**src/rtl/spmv_pkg.sv**
```systemverilog
// Shared types, field positions and helpers for the SpMV kernel launcher.
package spmv_pkg;

   localparam int unsigned WORD_W    = 32;
   localparam int unsigned CFG_WORDS = 3;
   localparam int unsigned STS_WORDS = 2;

   localparam int unsigned CTRL_START_BIT = 0;
   localparam int unsigned CTRL_ABORT_BIT = 1;

   localparam int unsigned ST_DONE         = 3;
   localparam int unsigned ST_ERR_MISMATCH = 4;
   localparam int unsigned ST_ERR_TIMEOUT  = 5;
   localparam int unsigned ST_ABORTED      = 6;

   typedef enum logic [1:0] {
      S_IDLE   = 2'd0,
      S_LAUNCH = 2'd1,
      S_RUN    = 2'd2,
      S_DONE   = 2'd3
   } kseq_state_e;

   typedef struct packed {
      logic aborted;
      logic err_timeout;
      logic err_mismatch;
      logic done;
   } kseq_flags_t;

   function automatic logic [WORD_W-1:0] sat_inc(input logic [WORD_W-1:0] v);
      return (v == '1) ? v : v + WORD_W'(1);
   endfunction

   // Software-visible status word: state in [2:0], sticky flags above it.
   function automatic logic [WORD_W-1:0] pack_status(input kseq_state_e st,
                                                     input kseq_flags_t f);
      logic [WORD_W-1:0] w;
      w                  = '0;
      w[2:0]             = {1'b0, st};
      w[ST_DONE]         = f.done;
      w[ST_ERR_MISMATCH] = f.err_mismatch;
      w[ST_ERR_TIMEOUT]  = f.err_timeout;
      w[ST_ABORTED]      = f.aborted;
      return w;
   endfunction

endpackage

```
**src/rtl/spmv_kernel_seq.sv**
```systemverilog
// One kernel sequencer: start/ready launch handshake, row progress tracking,
// completion, abort and idle timeout detection.
module spmv_kernel_seq
   import spmv_pkg::*;
#(
   parameter int unsigned TIMEOUT_CYCLES = 32'd1_000_000
) (
   input  logic              clk_i,
   input  logic              rst_ni,
   input  logic              start_i,
   input  logic              abort_i,
   input  logic [WORD_W-1:0] row_num_i,
   input  logic [WORD_W-1:0] nnz_num_i,
   input  logic              kern_ready_i,
   input  logic              kern_row_done_i,
   input  logic              kern_done_i,
   output logic              kern_start_o,
   output logic              kern_abort_o,
   output logic [WORD_W-1:0] kern_row_num_o,
   output logic [WORD_W-1:0] kern_nnz_num_o,
   output logic [WORD_W-1:0] status_o,
   output logic [WORD_W-1:0] rows_done_o
);

   localparam logic [WORD_W-1:0] TIMEOUT_W  = WORD_W'(TIMEOUT_CYCLES);
   localparam bit                TIMEOUT_EN = (TIMEOUT_CYCLES != 0);

   kseq_state_e       state_q, state_d;
   kseq_flags_t       flags_q, flags_d;
   logic              start_q, start_d;
   logic              kern_start_q, kern_start_d;
   logic              kern_abort_q, kern_abort_d;
   logic [WORD_W-1:0] row_num_q, row_num_d;
   logic [WORD_W-1:0] nnz_num_q, nnz_num_d;
   logic [WORD_W-1:0] rows_done_q, rows_done_d;
   logic [WORD_W-1:0] idle_cnt_q, idle_cnt_d;
   logic [WORD_W-1:0] status_q, status_d;

   logic              start_edge_c;
   logic [WORD_W-1:0] rows_next_c;
   logic [WORD_W-1:0] idle_inc_c;
   logic              timeout_hit_c;

   always_ff @(posedge clk_i) begin
      if (!rst_ni) begin
         state_q      <= S_IDLE;
         flags_q      <= '0;
         start_q      <= 1'b0;
         kern_start_q <= 1'b0;
         kern_abort_q <= 1'b0;
         row_num_q    <= '0;
         nnz_num_q    <= '0;
         rows_done_q  <= '0;
         idle_cnt_q   <= '0;
         status_q     <= '0;
      end else begin
         state_q      <= state_d;
         flags_q      <= flags_d;
         start_q      <= start_d;
         kern_start_q <= kern_start_d;
         kern_abort_q <= kern_abort_d;
         row_num_q    <= row_num_d;
         nnz_num_q    <= nnz_num_d;
         rows_done_q  <= rows_done_d;
         idle_cnt_q   <= idle_cnt_d;
         status_q     <= status_d;
      end
   end

   always_comb begin
      state_d      = state_q;
      flags_d      = flags_q;
      start_d      = start_i;
      kern_abort_d = 1'b0;
      row_num_d    = row_num_q;
      nnz_num_d    = nnz_num_q;
      rows_done_d  = rows_done_q;
      idle_cnt_d   = idle_cnt_q;
      status_d     = pack_status(state_q, flags_q);

      start_edge_c  = start_i & ~start_q;
      rows_next_c   = kern_row_done_i ? sat_inc(rows_done_q) : rows_done_q;
      idle_inc_c    = idle_cnt_q + WORD_W'(1);
      timeout_hit_c = TIMEOUT_EN && !kern_row_done_i && (idle_inc_c == TIMEOUT_W);

      case (state_q)
         S_IDLE: begin
            if (start_edge_c) begin
               row_num_d   = row_num_i;
               nnz_num_d   = nnz_num_i;
               rows_done_d = '0;
               idle_cnt_d  = '0;
               flags_d     = '0;
               if (row_num_i == '0) begin
                  state_d      = S_DONE;
                  flags_d.done = 1'b1;
               end else begin
                  state_d = S_LAUNCH;
               end
            end
         end
         S_LAUNCH: begin
            if (abort_i) begin
               state_d         = S_DONE;
               kern_abort_d    = 1'b1;
               flags_d.aborted = 1'b1;
            end else if (kern_ready_i) begin
               state_d = S_RUN;
            end
         end
         S_RUN: begin
            rows_done_d = rows_next_c;
            idle_cnt_d  = kern_row_done_i ? '0 : idle_inc_c;
            if (rows_next_c > row_num_q) begin
               flags_d.err_mismatch = 1'b1;
            end
            // A row retired alongside kern_done is already in rows_next_c.
            if (kern_done_i) begin
               state_d      = S_DONE;
               flags_d.done = 1'b1;
               if (rows_next_c != row_num_q) begin
                  flags_d.err_mismatch = 1'b1;
               end
            end else if (abort_i) begin
               state_d         = S_DONE;
               kern_abort_d    = 1'b1;
               flags_d.aborted = 1'b1;
            end else if (timeout_hit_c) begin
               state_d             = S_DONE;
               kern_abort_d        = 1'b1;
               flags_d.err_timeout = 1'b1;
            end
         end
         S_DONE: begin
            if (!start_i) begin
               state_d = S_IDLE;
            end
         end
         default: state_d = S_IDLE;
      endcase

      kern_start_d = (state_d == S_LAUNCH);
   end

   assign kern_start_o   = kern_start_q;
   assign kern_abort_o   = kern_abort_q;
   assign kern_row_num_o = row_num_q;
   assign kern_nnz_num_o = nnz_num_q;
   assign status_o       = status_q;
   assign rows_done_o    = rows_done_q;

endmodule

```
**src/rtl/spmv_kernel_launcher.sv**
```systemverilog
// Per-kernel launch sequencers between the SpMV register block and the
// compute kernels; slices the flat config/status buses.
module spmv_kernel_launcher
   import spmv_pkg::*;
#(
   parameter int unsigned CONF_NUM_KERNEL = 4,
   parameter int unsigned TIMEOUT_CYCLES  = 32'd1_000_000
) (
   input  logic                                      aclk,
   input  logic                                      aresetn,
   input  logic [CFG_WORDS*WORD_W*CONF_NUM_KERNEL-1:0] config_wire,
   output logic [CONF_NUM_KERNEL-1:0]                kern_start,
   input  logic [CONF_NUM_KERNEL-1:0]                kern_ready,
   output logic [WORD_W*CONF_NUM_KERNEL-1:0]         kern_row_num,
   output logic [WORD_W*CONF_NUM_KERNEL-1:0]         kern_nnz_num,
   input  logic [CONF_NUM_KERNEL-1:0]                kern_row_done,
   input  logic [CONF_NUM_KERNEL-1:0]                kern_done,
   output logic [CONF_NUM_KERNEL-1:0]                kern_abort,
   output logic [STS_WORDS*WORD_W*CONF_NUM_KERNEL-1:0] status_wire
);

   for (genvar i = 0; i < CONF_NUM_KERNEL; i++) begin : g_kern
      localparam int unsigned CFG_BASE = CFG_WORDS * WORD_W * i;
      localparam int unsigned STS_BASE = STS_WORDS * WORD_W * i;

      logic [WORD_W-1:0] ctrl;
      logic              unused_ctrl;

      assign ctrl        = config_wire[CFG_BASE +: WORD_W];
      // Only start and abort are meaningful in the ctrl word.
      assign unused_ctrl = ^ctrl[WORD_W-1:CTRL_ABORT_BIT+1];

      spmv_kernel_seq #(
         .TIMEOUT_CYCLES(TIMEOUT_CYCLES)
      ) u_seq (
         .clk_i          (aclk),
         .rst_ni         (aresetn),
         .start_i        (ctrl[CTRL_START_BIT]),
         .abort_i        (ctrl[CTRL_ABORT_BIT]),
         .row_num_i      (config_wire[CFG_BASE + WORD_W +: WORD_W]),
         .nnz_num_i      (config_wire[CFG_BASE + 2*WORD_W +: WORD_W]),
         .kern_ready_i   (kern_ready[i]),
         .kern_row_done_i(kern_row_done[i]),
         .kern_done_i    (kern_done[i]),
         .kern_start_o   (kern_start[i]),
         .kern_abort_o   (kern_abort[i]),
         .kern_row_num_o (kern_row_num[WORD_W*i +: WORD_W]),
         .kern_nnz_num_o (kern_nnz_num[WORD_W*i +: WORD_W]),
         .status_o       (status_wire[STS_BASE +: WORD_W]),
         .rows_done_o    (status_wire[STS_BASE + WORD_W +: WORD_W])
      );
   end

endmodule

```
**config.mk**
```make
export PLATFORM = sky130hd
export DESIGN_NAME = spmv_kernel_launcher
export DESIGN_NICKNAME = d
export VERILOG_FILES = /design/src/rtl/spmv_pkg.sv /design/src/rtl/spmv_kernel_seq.sv /design/src/rtl/spmv_kernel_launcher.sv
export SDC_FILE = /design/constraint.sdc
export NUM_CORES = 2
export LEC_CHECK = 0
export CORE_AREA = 2 2 354 356
export DETAILED_ROUTE_END_ITERATION = 16
export DIE_AREA = 0 0 356 358
export HOLD_SLACK_MARGIN = 0.03
export MAX_ROUTING_LAYER = met4
export PLACE_DENSITY = 0.5
export SETUP_SLACK_MARGIN = 0.15
export SLEW_MARGIN = 5
export SYNTH_ARGS = -nofsm -noshare
export SYNTH_HDL_FRONTEND = slang
export SYNTH_SLANG_ARGS = --single-unit
```
**constraint.sdc**
```tcl
create_clock -name aclk -period 9.9 [get_ports aclk]
set_clock_uncertainty 0.05 [all_clocks]
set_input_delay 1.98 -clock aclk [delete_from_list [all_inputs] [get_ports aclk]]
set_output_delay 1.98 -clock aclk [all_outputs]
set_load 0.02 [all_outputs]
```
==> flow_summary.toml <==
[status]
status = "complete, no violations"

[min_path]
hold_path.class = "reg2reg"
min_from = "g_kern[0].u_seq.flags_q[2]$_SDFFE_PN0P_"
holdPathStages = 2
min_to = "g_kern[0].u_seq.status_o[5]$_SDFF_PN0_"

[drt]
via_count = 32160
post_drt_via_cell_ratio = 4.929
top_layer = "met4"
post_drt_wl_per_cell_um = 19.01
remaining_drc_errors = 0
met2_length_um = 56510
routed_wl_um = 124000
firstDrtPassIters = 6
drt_iter0_markers = 2155
wl_met1_um = 54850
drtAntennaViolNets = 0
met3_length_um = 9136

[critical_path]
rr_worst_depth = 14
slowest_stage = "nor4_1"
path_cells = "clkdlybuf4s50_1 > inv_1 > a41oi_1 > buf_4 > nand4_1 > nor2_1 > and4_1 > xor2_1 > ha_1 > nand4_1 > nor4_1 > nand2_1 > or4_1 > a21oi_1 > o21ai_0 > o311a_1"
critical_path.max_fanout = 12
worstSetupPathType = "in2reg"
start_kind = "primary input"
rrSetupSlack_ns = 4.90
r2r-end = "g_kern[2].u_seq.flags_q[1]$_SDFFE_PN0P_"
cp_common_cell = "nand4_1"
cp-end-kind = "flip-flop"
cpPeakStageDelay_ns = 0.72
arrival_ns = 6.45
cp.required_ns = 10.38
r2r_start = "g_kern[2].u_seq.rows_done_o[3]$_SDFFE_PN0P_"

[clock_tree]
hold_buffers = 0
clkTransAtPathRegs_ns = 0.06
post_cts_buffers = 0
cts_resized = 0
numCtsBuffers = 76
clkLatencyLatePin_ns = 0.64
cts_root_buf = "clkbuf_16"
clock_sinks = 572
cts_buffer_depth = 3
htreeDepth = 3
cts_tree = "done"

[power_and_ir_drop]
clkPwrFrac_pct = 37.4
intPower_mw = 5.023
peakVddDrop_uv = 109.4
pwr-share-seq_pct = 34.9
power_density_nw_per_um2 = 180.8
switchingPower_mw = 2.647
combPwrFrac_pct = 27.7
p_leak_nw = 15.20
switching_share_pct = 34.51

[layout]
multi_input_area_um2 = 18430
drive_gt1_share_pct = 4.258
final_core_util_pct = 34.40
fin_cells = 6524
syn_to_final_growth_pct = 32.56
post-route-cell-area_um2 = 42420
seqCellArea_um2 = 11450
fillerInstances = 13150
fin_nets = 5383

[run]
maxCapViolations = 0

[place]
place_inst = 6388
dp_hpwl_um = 91530
detailedPlace.worstSlack_ns = 3.393
port_buffers = 693
place_area_um2 = 39830
gp_congestion = 0.8888

[timing]
slew_headroom_pct = 19.51
setup_ws_ns = 3.926
worst_slew_pin_slew_ns = 1.203
setup_tns_ns = 0
hold_viol = 0
grt_setup_unrepaired = "no"
drv_slew = 0
fmax_mhz = 167.4
fin_crit_sh_pct = 60.34
report.final.setup_viol = 0
period_needed_ns = 5.974

[synth]
synth.area.top_cells = "dfxtp_1 36%, nand2_1 10%, a21oi_1 7.3%"
netlist_area_um2 = 32000
synth_ff_type = "dfxtp_1"
synth_cell_types = 85
yosysWarnings = 0
synth_most_common_cell = "nand2_1"
synth_edf_count = 0
syn_area_per_cell_um2 = 7.446
synth-async-reset-ratio_pct = 0
synth_seq_cells = 572
yosysSeqAreaShare_pct = 35.78
yosys.area.top_type = "dfxtp_1"
syn_inst = 4298
synth_commonest_cells = "851 x nand2_1, 572 x dfxtp_1, 466 x a21oi_1, 282 x nor2_1, 236 x o21ai_0"
yosysTopAreaCellShare_pct = 35.78

[floorplan]
coreArea_um2 = 123300
row_count = 129
pin_count = 918
die-area_um2 = 127400
die_x_um = 356
initial_core_util_pct = 25.95
dieHeight_um = 358

[global_route]
grt_overflow = 0
grt_max_degree = 160
grt_pass1_wl_um = 185700
grt_usage_pct = 19.12
first_global_vias = 30140
antenna_found_initial = 3
==> area by class of cell <==
| cell class | instances | share of cell area [%] |
|---|---|---|
| tap | 1637 | 4.828 |
| timing repair buffer | 729 | 17.01 |
| antenna | 2 | 0.01180 |
| sequential | 572 | 26.99 |
| clock inverter | 24 | 0.6990 |
| inverter | 180 | 1.610 |
| clock buffer | 110 | 5.406 |
| multi-input combinational | 3270 | 43.45 |
==> per-layer routing <==
layer,global-route usage [%],up-vias
li1,-,15890
met1,23.74,15160
met2,30.47,953
met3,4.814,150
met4,5.662,0
met5,-,-
==> how the worst max path moves through the flow <==
stage | start | to | slack [ns] | cells past startpoint
finish | kern_row_done[0] | g_kern[0].u_seq.flags_q[1]$_SDFFE_PN0P_ | 3.93 | 16
global placement | kern_row_done[0] | g_kern[0].u_seq.flags_q[1]$_SDFFE_PN0P_ | 3.45 | 16
detailed placement | kern_row_done[0] | g_kern[0].u_seq.flags_q[1]$_SDFFE_PN0P_ | 3.39 | 16
floorplan | kern_row_done[0] | g_kern[0].u_seq.flags_q[1]$_SDFFE_PN0P_ | 5.03 | 15
global route | kern_row_done[0] | g_kern[0].u_seq.flags_q[1]$_SDFFE_PN0P_ | 3.64 | 16
CTS | kern_row_done[0] | g_kern[0].u_seq.flags_q[1]$_SDFFE_PN0P_ | 4.10 | 16
==> registers in the layout, indices dropped and copies added, names as in the netlist <==
name	cells
g_kern.u_seq.flags_q	16
g_kern.u_seq.idle_cnt_q	128
g_kern.u_seq.kern_abort_o	4
g_kern.u_seq.kern_nnz_num_o	128
g_kern.u_seq.kern_row_num_o	128
g_kern.u_seq.kern_start_o	4
g_kern.u_seq.rows_done_o	128
g_kern.u_seq.start_q	4
g_kern.u_seq.state_q	8
g_kern.u_seq.status_o	24
==> metrics by stage <==
| stage | power, mW | hold WS, ns |
|---|---|---|
| 6_report | 7.669 | 0.3812 |
| 5_1_grt | 8.086 | 0.4197 |
| 3_3_place_gp | 4.850 | 0.3754 |
| 3_5_place_dp | 4.854 | 0.3740 |
| 4_1_cts | 7.796 | 0.3848 |
| 2_1_floorplan | 3.912 | 0.3548 |
==> kinds of logic (layout without fill, tap and decap cells) <==
family	Yosys count	after routing	share of synthesized area [%]
DFF	572	572	35.78
adders and majority gates	156	156	6.099
and+or+nand+nor	1798	1798	26.09
xor gates and xnor gates	166	166	4.567
buffers and inverters	559	1043	7.952
other	1	106	0.01172
AOI/OAI and AO/OA	1032	1032	19.04
muxes	14	14	0.4574
==> critical path: cells and delay by family <==
family                     cells  cell delay (ns)
adders and majority gates      1             0.33
and+or+nand+nor                7             2.54
AOI/OAI and AO/OA              4             0.58
buffers and inverters          3             0.94
xor gates and xnor gates       1             0.10
==> power groups by stage <==
| stage | combinational, mW | sequential (mW) | clock [mW] |
|---|---|---|---|
| after global routing | 2.33 | 2.70 | 3.05 |
| after CTS | 2.14 | 2.68 | 2.98 |
| after floorplan | 1.03 | 2.89 | 0 |
| final | 2.12 | 2.68 | 2.87 |
| after global placement | 2.13 | 2.72 | 0 |
| after detailed placement | 2.13 | 2.72 | 0 |
==> layout by cell type, fill, tap and decap left out, types with 15 or more instances in the layout <==
master           instances
a211oi_1                19
a21o_1                  26
a21oi_1                466
a22o_1                  30
a22oi_1                 15
a311oi_1                36
a31oi_1                 62
and2_1                  48
and3_1                  45
and4_1                  30
buf_4                   35
clkbuf_16               79
clkbuf_8                20
clkdlybuf4s50_1        692
conb_1                 104
dfxtp_1                572
ha_1                   156
inv_1                  179
nand2_1                851
nand2b_1                20
nand3_1                116
nand4_1                 99
nor2_1                 278
nor3_1                 111
nor4_1                  87
o21ai_0                235
o31ai_1                 33
or3_1                   34
xnor2_1                 90
xor2_1                  75
(Power assumes the default switching activity.)
